===== src/rtl/pow_dispatch_pkg.sv =====
// Shared types and constants for the modular-exponentiation dispatcher.
package pow_dispatch_pkg;

  localparam int unsigned DefaultW    = 128;
  localparam int unsigned DefaultTagW = 4;

  // Cycles after pow_start during which pow_valid is treated as stale.
  localparam int unsigned BlankCyc = 2;

  typedef enum logic [2:0] {
    StIdle,
    StIssue,
    StBlank,
    StWait,
    StHold
  } state_e;

  // Width of one queued request: tag, modulus, exponent, base.
  function automatic int unsigned req_data_w(input int unsigned w, input int unsigned tag_w);
    return 3 * w + tag_w;
  endfunction

endpackage


===== src/rtl/pow_req_fifo.sv =====
// Request FIFO for pow_dispatch: DEPTH entries (power of two), registered
// count, full/empty derived from the count. Pushes while full and pops while
// empty are dropped, so a push is never taken on a full FIFO even if a pop
// happens in the same cycle.
module pow_req_fifo
  import pow_dispatch_pkg::*;
#(
  parameter int unsigned DATA_W = 8,
  parameter int unsigned DEPTH  = 4
) (
  input  logic                     clk,
  input  logic                     rst,
  input  logic                     push,
  input  logic                     pop,
  input  logic [DATA_W-1:0]        din,
  output logic [DATA_W-1:0]        dout,
  output logic                     full,
  output logic                     empty,
  output logic [$clog2(DEPTH):0]   count
);

  localparam int unsigned PtrW = $clog2(DEPTH);
  localparam int unsigned CntW = PtrW + 1;

  logic [DATA_W-1:0] mem [DEPTH];
  logic [PtrW-1:0]   wr_ptr;
  logic [PtrW-1:0]   rd_ptr;
  logic              do_push;
  logic              do_pop;

  assign full    = (count == CntW'(DEPTH));
  assign empty   = (count == '0);
  assign do_push = push && !full;
  assign do_pop  = pop && !empty;
  assign dout    = mem[rd_ptr];

  // Storage array; contents need no reset since count gates visibility.
  always_ff @(posedge clk) begin
    if (do_push) begin
      mem[wr_ptr] <= din;
    end
  end

  // Pointers wrap naturally at DEPTH; count tracks occupancy 0..DEPTH.
  always_ff @(posedge clk) begin
    if (rst) begin
      wr_ptr <= '0;
      rd_ptr <= '0;
      count  <= '0;
    end else begin
      if (do_push) begin
        wr_ptr <= wr_ptr + PtrW'(1);
      end
      if (do_pop) begin
        rd_ptr <= rd_ptr + PtrW'(1);
      end
      case ({do_push, do_pop})
        2'b10:   count <= count + CntW'(1);
        2'b01:   count <= count - CntW'(1);
        default: count <= count;
      endcase
    end
  end

endmodule


===== src/rtl/pow_dispatch.sv =====
// Dispatcher in front of a single modular-exponentiation engine. Requests are
// queued in pow_req_fifo and issued one at a time; each result is held on the
// response port until accepted. pow_valid is ignored for BlankCyc cycles after
// every issue so a valid left high by the previous job is never captured.
// Optional watchdog: define POW_DISPATCH_TIMEOUT_EN to return rsp_err=1 after
// TIMEOUT_CYC cycles in BLANK/WAIT without a result.
module pow_dispatch
  import pow_dispatch_pkg::*;
#(
  parameter int unsigned W           = DefaultW,
  parameter int unsigned TAG_W       = DefaultTagW,
  parameter int unsigned DEPTH       = 4,
  parameter int unsigned TIMEOUT_CYC = 65535
) (
  input  logic             clk,
  input  logic             rst,
  input  logic             req_valid,
  output logic             req_ready,
  input  logic [W-1:0]     req_a,
  input  logic [W-1:0]     req_b,
  input  logic [W-1:0]     req_p,
  input  logic [TAG_W-1:0] req_tag,
  output logic             pow_start,
  output logic [W-1:0]     pow_a,
  output logic [W-1:0]     pow_b,
  output logic [W-1:0]     pow_p,
  input  logic [W-1:0]     pow_res,
  input  logic             pow_valid,
  output logic             rsp_valid,
  input  logic             rsp_ready,
  output logic [W-1:0]     rsp_res,
  output logic [TAG_W-1:0] rsp_tag,
  output logic             rsp_err
);

  localparam int unsigned DataW = req_data_w(W, TAG_W);
  localparam int unsigned CntW  = $clog2(DEPTH) + 1;

  state_e           state;
  logic [DataW-1:0] fifo_din;
  logic [DataW-1:0] fifo_dout;
  logic             fifo_push;
  logic             fifo_pop;
  logic             fifo_full;
  logic             fifo_empty;
  logic [CntW-1:0]  fifo_count;
  logic             issue_go;
  logic [TAG_W-1:0] job_tag;
  logic [1:0]       blank_cnt;

  assign fifo_din  = {req_tag, req_p, req_b, req_a};
  assign req_ready = !fifo_full;
  assign fifo_push = req_valid && req_ready;
  // Pop on the IDLE->ISSUE edge so the operands are valid during the ISSUE cycle.
  assign issue_go  = (state == StIdle) && !fifo_empty && !rsp_valid;
  assign fifo_pop  = issue_go;

  pow_req_fifo #(
    .DATA_W (DataW),
    .DEPTH  (DEPTH)
  ) u_fifo (
    .clk   (clk),
    .rst   (rst),
    .push  (fifo_push),
    .pop   (fifo_pop),
    .din   (fifo_din),
    .dout  (fifo_dout),
    .full  (fifo_full),
    .empty (fifo_empty),
    .count (fifo_count)
  );

`ifdef POW_DISPATCH_TIMEOUT_EN
  logic [31:0] to_cnt;
  logic        rsp_err_q;
  logic        timeout_hit;

  assign timeout_hit = (to_cnt + 32'd1) >= TIMEOUT_CYC;
  assign rsp_err     = rsp_err_q;
`else
  assign rsp_err = 1'b0;
`endif

  // Dispatch FSM with all engine and response outputs registered.
  always_ff @(posedge clk) begin
    if (rst) begin
      state     <= StIdle;
      pow_start <= 1'b0;
      pow_a     <= '0;
      pow_b     <= '0;
      pow_p     <= '0;
      job_tag   <= '0;
      blank_cnt <= '0;
      rsp_valid <= 1'b0;
      rsp_res   <= '0;
      rsp_tag   <= '0;
`ifdef POW_DISPATCH_TIMEOUT_EN
      to_cnt    <= '0;
      rsp_err_q <= 1'b0;
`endif
    end else begin
      pow_start <= 1'b0;
`ifdef POW_DISPATCH_TIMEOUT_EN
      if (state == StBlank || state == StWait) begin
        to_cnt <= to_cnt + 32'd1;
      end
`endif
      unique case (state)
        StIdle: begin
          if (issue_go) begin
            state     <= StIssue;
            pow_start <= 1'b1;
            pow_a     <= fifo_dout[W-1:0];
            pow_b     <= fifo_dout[2*W-1:W];
            pow_p     <= fifo_dout[3*W-1:2*W];
            job_tag   <= fifo_dout[DataW-1:3*W];
          end
        end
        StIssue: begin
          state     <= StBlank;
          blank_cnt <= '0;
`ifdef POW_DISPATCH_TIMEOUT_EN
          to_cnt    <= '0;
`endif
        end
        StBlank: begin
          if (blank_cnt == 2'(BlankCyc - 1)) begin
            state <= StWait;
          end else begin
            blank_cnt <= blank_cnt + 2'd1;
          end
`ifdef POW_DISPATCH_TIMEOUT_EN
          if (timeout_hit) begin
            state     <= StHold;
            rsp_valid <= 1'b1;
            rsp_res   <= '0;
            rsp_tag   <= job_tag;
            rsp_err_q <= 1'b1;
          end
`endif
        end
        StWait: begin
          if (pow_valid) begin
            state     <= StHold;
            rsp_valid <= 1'b1;
            rsp_res   <= pow_res;
            rsp_tag   <= job_tag;
`ifdef POW_DISPATCH_TIMEOUT_EN
            rsp_err_q <= 1'b0;
          end else if (timeout_hit) begin
            state     <= StHold;
            rsp_valid <= 1'b1;
            rsp_res   <= '0;
            rsp_tag   <= job_tag;
            rsp_err_q <= 1'b1;
`endif
          end
        end
        StHold: begin
          if (rsp_ready) begin
            rsp_valid <= 1'b0;
            state     <= StIdle;
          end
        end
        default: state <= StIdle;
      endcase
    end
  end

  // Parameter sanity and FIFO status consistency, checked in simulation.
  always_ff @(posedge clk) begin
    if (!rst) begin
      assert (fifo_full == (fifo_count == CntW'(DEPTH)));
      assert (DEPTH >= 2 && (DEPTH & (DEPTH - 1)) == 0);
      assert (TIMEOUT_CYC != 0);
    end
  end

endmodule

===== config.mk =====
export PLATFORM = sky130hd
export DESIGN_NAME = pow_dispatch
export DESIGN_NICKNAME = d
export VERILOG_FILES = /design/src/rtl/pow_dispatch_pkg.sv /design/src/rtl/pow_req_fifo.sv /design/src/rtl/pow_dispatch.sv
export SDC_FILE = /design/constraint.sdc
export NUM_CORES = 2
export LEC_CHECK = 0
export ABC_AREA = 1
export CORE_AREA = 2 2 405 407
export DETAILED_ROUTE_END_ITERATION = 8
export DIE_AREA = 0 0 407 409
export PLACE_DENSITY = 0.78
export SLEW_MARGIN = 20
export SYNTH_ARGS = -nofsm -noshare
export SYNTH_HDL_FRONTEND = slang
export SYNTH_HIERARCHICAL = 1
export SYNTH_SLANG_ARGS = --single-unit
export TNS_END_PERCENT = 100

===== constraint.sdc =====
create_clock -name clk -period 39.4 [get_ports clk]
set_input_delay 3.94 -clock clk [delete_from_list [all_inputs] [get_ports clk]]
set_output_delay 3.94 -clock clk [all_outputs]
set_load 0.03 [all_outputs]

# Word-level counts from Yosys, hierarchy flattened
# Memories as Yosys holds them, arrays and structs flattened. A register that Yosys moved wholly into a read port is not among the register bits.
# Cells that the tools add are included.
dict set report classes {
  n_bitwise 1
  n_reduce_logical 19
  n_addsub 5
  eq_ne 13
  mux 14
}
# cell n
set ops {}
lappend ops {{3-bit one-hot mux with 5 select lines} 1}
lappend ops {{3-bit 2-to-1 mux} 4}
lappend ops {{2-bit inequality test (second input constant)} 4}
lappend ops {{2-bit by 1-bit adder with 2-bit output (second input constant)} 3}
lappend ops {{3-bit by 2-bit equality test with 1-bit output (second input constant)} 2}
lappend ops {{3-bit equality test (second input constant)} 2}
lappend ops {{3-bit zero test} 2}
lappend ops {{3-bit one-hot mux with 2 select lines} 1}
lappend ops {{2-bit AND reduction} 3}
lappend ops {{2-bit nonzero test} 3}
lappend ops {{1-bit logical AND} 5}
lappend ops {{1-bit 2-to-1 mux} 5}
lappend ops {{2-bit by 1-bit equality test with 1-bit output (second input constant)} 2}
lappend ops {{2-bit one-hot mux with 2 select lines} 1}
lappend ops {{4-bit AND reduction} 1}
lappend ops {{3-bit by 1-bit adder with 3-bit output (second input constant)} 1}
lappend ops {{3-bit by 1-bit equality test with 1-bit output (second input constant)} 1}
lappend ops {{1-bit zero test} 3}
lappend ops {{3-bit AND reduction} 1}
lappend ops {{3-bit by 1-bit subtractor with 3-bit output (second input constant)} 1}
lappend ops {{2-bit equality test (second input constant)} 1}
lappend ops {{2-bit 2-to-1 mux} 1}
lappend ops {{2-bit by 1-bit inequality test with 1-bit output (second input constant)} 1}
lappend ops {{1-bit one-hot mux with 2 select lines} 1}
lappend ops {{2 further kinds} 2}
dict set report totals {
  ramBits 1552
  register_bits 146
  n_memories 1
  out_inout_bits 520
  input_bits 521
  elab_cells 62
}
# name words word_bits rd rd_clocked_by_memory_dff wr line_no
set memory_table {}
lappend memory_table {u_fifo.mem 4 388 1 1 1 pow_req_fifo.sv:25} ;# logic [DATA_W-1:0] mem [DEPTH];

# Logic depth before layout (Yosys ltp)
dict set report depth {
  ltp_word 7
  mapped_depth 19
  ltp_nobuf 17
}

# By module
# Netlist, hierarchy kept.
# module seq_area_each_um2 area_per_inst_um2 instances cells_per_inst
set modules_own_cells {}
lappend modules_own_cells {pow_req_fifo 46784.9 57512.7 1 3821}
lappend modules_own_cells {pow_dispatch 10550.1 18320.1 1 2324}

# Worst setup path after synthesis
# OpenSTA, ideal clock, no wires.
dict set report synth_timing {
  path_type {input to register}
  start {input req_valid}
  end {memory u_fifo/mem[0][0] (netlist bit) (enable)}
  path_slack_ns 17.869
  stages 4
  t_arrival_ns 20.383
  required_time_ns 38.252
  cell_sequence {inv_1 -> nor2_1 -> nand2_1 -> nor2_1}
}
dict set report synth_via {
  elab_chain_cells 4
}
# element line_no
set synth_lines {}
lappend synth_lines {{start: declaration} pow_dispatch.sv:17} ;# input logic req_valid,
lappend synth_lines {{1-bit logical AND} pow_dispatch.sv:53} ;# assign fifo_push = req_valid && req_ready;
lappend synth_lines {{via fifo_push} pow_dispatch.sv:42} ;# logic fifo_push;
lappend synth_lines {{1-bit logical AND} pow_req_fifo.sv:33} ;# assign do_push = push && !full;
lappend synth_lines {{1-bit 2-to-1 mux} pow_req_fifo.sv:39} ;# if (do_push) begin
lappend synth_lines {{1-bit 2-to-1 mux (not written as such)} pow_req_fifo.sv:40} ;# mem[wr_ptr] <= din;
lappend synth_lines {{end: declaration} pow_req_fifo.sv:25}
# The timed path passes the listed nets, and every way through them passes these cells.

# Final worst setup path
dict set report layout_timing {
  start {input req_valid}
  end {memory u_fifo/mem[3][215] (netlist bit) (enable)}
}
# The elaborated chain is that of the path after synthesis.

==> run_results.csv <==
group,metric,value,unit
sta,tns,0,ns
sta,finalHoldViolations,0,
sta,period_minus_slack,7.59,ns
worst_setup_path,max_stage_delay,0.91,ns
sta,tightest_slew,1.39,ns
worst_setup_path,cpMostUsedCell,"buf_4",
sta,slew_viol_final,0,
routing,ant_nets,0,
sta,post-route-period-util,19.3,%
global_routing,grt_max_degree,241,
sta,grt_setup_unrepaired,"false",
global_routing,grt_use_total,26.4,%
routing,vias_per_cell,5.64,
floorplan,rows,148,
layout,syn2layout_area_growth,24.6,%
sta,maxSlewHeadroom,7.18,%
worst_hold_path,worstHoldStart,"rsp_res[60]",
pwr,power.share.clock,25.9,%
global_routing,grt-ovfl-total,0,
cts,cts_made_buffers,201,
layout,multi_input_area,0.0164,sq mm
logic_synthesis,ys_seq_elements,2088,
floorplan,dieWidth,407,um
cts,clk_pin_slew_worst_paths,0.06,ns
routing,wl_per_cell,24.3,um
cts,cts_tree,"built",
worst_setup_path,cp_slowest_cell,"buf_4",
place,dpl.hpwl,137000,um
global_routing,grt_pass1_vias,51000,
logic_synthesis,synthTopCellsByArea,"edfxtp_1 61%, dfxtp_1 14%, nand2_1 4.6%",
cts,cts_sinks,2088,
cts,cts_buffer_depth,3,
logic_synthesis,async_flop_share,0,%
layout,fin_area,0.0945,sq mm
floorplan,die_h,409,um
worst_setup_path,cp.depth,8,
logic_synthesis,synthesis.nets,6673,
pwr,switching_share,36.8,%
routing,drt_pre_antenna_iters,9,
logic_synthesis,synth_flop_cell,"edfxtp_1",
worst_setup_path,cp_data_required_time,39.84,ns
logic_synthesis,synth_area_leader_cell,"edfxtp_1",
floorplan,num_io_pins,1041,
worst_setup_path,critical_path_class,"in2reg",
logic_synthesis,syn-cell-area,0.0758,sq mm
worst_setup_path,worstSetupStartpoint,"req_valid",
cts,cts_setup_buffers,0,
cts,cts_root_buffer,"clkbuf_16",
worst_setup_path,r2r-end,"pow_a[10]",
pwr,intPower,4.71,mW
worst_hold_path,hp-class,"reg2reg",
cts,clk_latency,0.85,ns
worst_setup_path,path_cells,"clkdlybuf4s50_1, inv_1, nor2_1, nand2_1, nor2_4, buf_4, buf_4, buf_4",
routing,drtIter0Drc,5647,
worst_setup_path,cp_max_fo,63,
layout,drive_gt1_share,5.17,%
sta,whs,0.460,ns
global_routing,grt_pass1_wl,325000,um
logic_synthesis,yosysSeqAreaShare,75.6,%
logic_synthesis,ys_types,26,
worst_setup_path,worstRegToRegCells,8,
pwr,irDropWorstVdd,0.0733,mV
pwr,power.total,7.46,mW
pwr,cellPowerDensity,78.9,mW/mm^2
worst_setup_path,path_buf_inv,5,
worst_setup_path,worst_setup_path_end_kind,"flop",
global_routing,antenna_found_initial,108,
place,io_buffers,1039,
logic_synthesis,synthCells,6145,
layout,utilization,58.3,%
cts,htreeDepth,4,
place,post_dp_cell_area,0.0875,sq mm
cts,cts-hold-fix-buffers,0,
sta,finalSetupViolCount,0,
logic_synthesis,synth_edf_count,1552,
pwr,switchingPower,2.74,mW
layout,fillers,12400,
pwr,p_leak,31.3,nW
layout,final_nets,7524,
routing,num_vias,53200,
run,cap_viol_max_count,0,
sta,skew,0.0330,ns
worst_setup_path,crit_end,"u_fifo/mem[3][215]",
worst_setup_path,reg2reg_setup_slack,34.61,ns
place,place.gp.congestion,0.913,
logic_synthesis,yosysTopAreaCellShare,61.5,%
floorplan,dieArea,0.166,sq mm
pwr,pwr-share-comb,33.0,%
logic_synthesis,syn_area_per_cell,12.3,sq um
routing,totalWireLength,229000,um
sta,max_freq,132,MHz
floorplan,initial_core_util,46.8,%
worst_setup_path,cp.arrival,8.02,ns
outcome,outcome,"finished, final reports clean",
logic_synthesis,yosys_warnings,6,
worst_setup_path,crit_path_start_kind,"primary input",
pwr,seqPwrFrac,41.1,%
routing,drc,0,
floorplan,core-area,0.162,sq mm
layout,ff_latch_area,0.0573,sq mm
worst_setup_path,crit_family,"buffers and inverters",
cts,cts-resized-gates,0,
-- cell usage in the layout, fill, tap and decap left out, types with 2 or more instances in the layout --
master | synthesis | routed
clkbuf_1 | 255 | 53
inv_1 | 26 | 26
o21ai_1 | 306 | 306
nor2_4 | 0 | 5
clkinv_2 | 0 | 30
buf_4 | 37 | 42
edfxtp_1 | 1552 | 1552
clkinv_16 | 0 | 2
bufinv_16 | 0 | 16
clkinvlp_4 | 0 | 8
clkbuf_2 | 1 | 3
dfxtp_1 | 536 | 534
clkinv_1 | 0 | 27
nand3b_1 | 3 | 3
nand3_1 | 142 | 141
diode_2 | 0 | 81
inv_6 | 0 | 5
clkinv_4 | 0 | 3
buf_16 | 0 | 3
o21ai_0 | 475 | 475
inv_16 | 0 | 5
a21oi_1 | 530 | 530
nor2_1 | 794 | 790
clkdlybuf4s50_1 | 0 | 1037
nand2_1 | 932 | 931
clkbuf_8 | 0 | 22
o22ai_1 | 388 | 388
inv_8 | 0 | 5
buf_12 | 0 | 11
ha_1 | 6 | 6
clkbuf_16 | 0 | 205
dfxtp_4 | 0 | 2
-- stage by stage --
stage | instances | setup WS, ns
after floorplan | 6145 | 17.87
after global placement | 8965 | 31.04
after detailed placement | 8965 | 30.95
after CTS | 9347 | 31.86
after global routing | 9427 | 31.64
final | 9431 | 31.81
-- sequential cells by signal (all words and copies together) (netlist names), 4 cells and up, named ones only --
name,count
pow_b,128
u_fifo/mem,1552
job_tag,4
pow_a,128
rsp_res,128
rsp_tag,4
pow_p,128
-- layout make-up --
class,count,share of cell area (%)
Sequential cell,2088,60.7
Multi-Input combinational cell,3582,17.3
Timing Repair Buffer,1094,11.7
Clock buffer,283,5.98
Tap cell,2175,2.88
Clock inverter,99,1.12
Antenna cell,81,0.214
Inverter,29,0.139
-- worst min-delay path: cells and delay by family, from the launching register on --
kind	cells	cell delay [ns]
AND/OR/NAND/NOR	1	0.06
AO/OA/AOI/OAI	1	0.05
flip-flops	1	0.31
-- cell families after synthesis --
kind of cell / Yosys count / share of synthesized area [%]
flops: 2088 / 75.6
other cells: 1 / 0.00495
simple gates: 1875 / 9.54
fa+ha+maj: 7 / 0.125
compound gates: 1699 / 11.9
buf+inv: 475 / 2.87
-- how the worst min path moves through the flow --
stage / end / slack [ns] / depth (start not counted)
finish: rsp_res[60] / 0.46 / 2
global route: rsp_res[60] / 0.48 / 2
CTS: rsp_res[60] / 0.46 / 2
detailed placement: rsp_res[60] / 0.45 / 2
global placement: rsp_res[59] / 0.45 / 2
floorplan: job_tag[0] / 0.45 / 2
-- cell usage after synthesis (3+ instances only) --
| master | instances |
|---|---|
| buf_1 | 5 |
| o21ai_0 | 475 |
| inv_2 | 3 |
| dfxtp_1 | 536 |
| buf_2 | 131 |
| a21oi_1 | 530 |
| clkbuf_1 | 255 |
| nor2_1 | 794 |
| nand2_1 | 932 |
| buf_6 | 6 |
| inv_1 | 26 |
| o22ai_1 | 388 |
| clkbuf_4 | 11 |
| nand3b_1 | 3 |
| ha_1 | 6 |
| buf_4 | 37 |
| edfxtp_1 | 1552 |
| o21ai_1 | 306 |
| nand3_1 | 142 |
-- metal layers --
layer / GRT usage [%] / routed length [um]
met3: 7.55 / 20900
met4: 20.5 / 17900
met1: 29.6 / 79800
met2: 42.2 / 110000
met5: 0.146 / 377
-- power groups by stage --
stage          clock network [mW]  registers, mW  logic, mW
3_3_place_gp                    0           3.09       2.38
4_1_cts                      1.96           3.06       2.44
2_1_floorplan                   0           3.56       1.15
5_1_grt                      2.04           3.09       2.63
3_5_place_dp                    0           3.10       2.43
6_report                     1.93           3.06       2.46
Note: power is estimated with default switching activity, not from simulation.
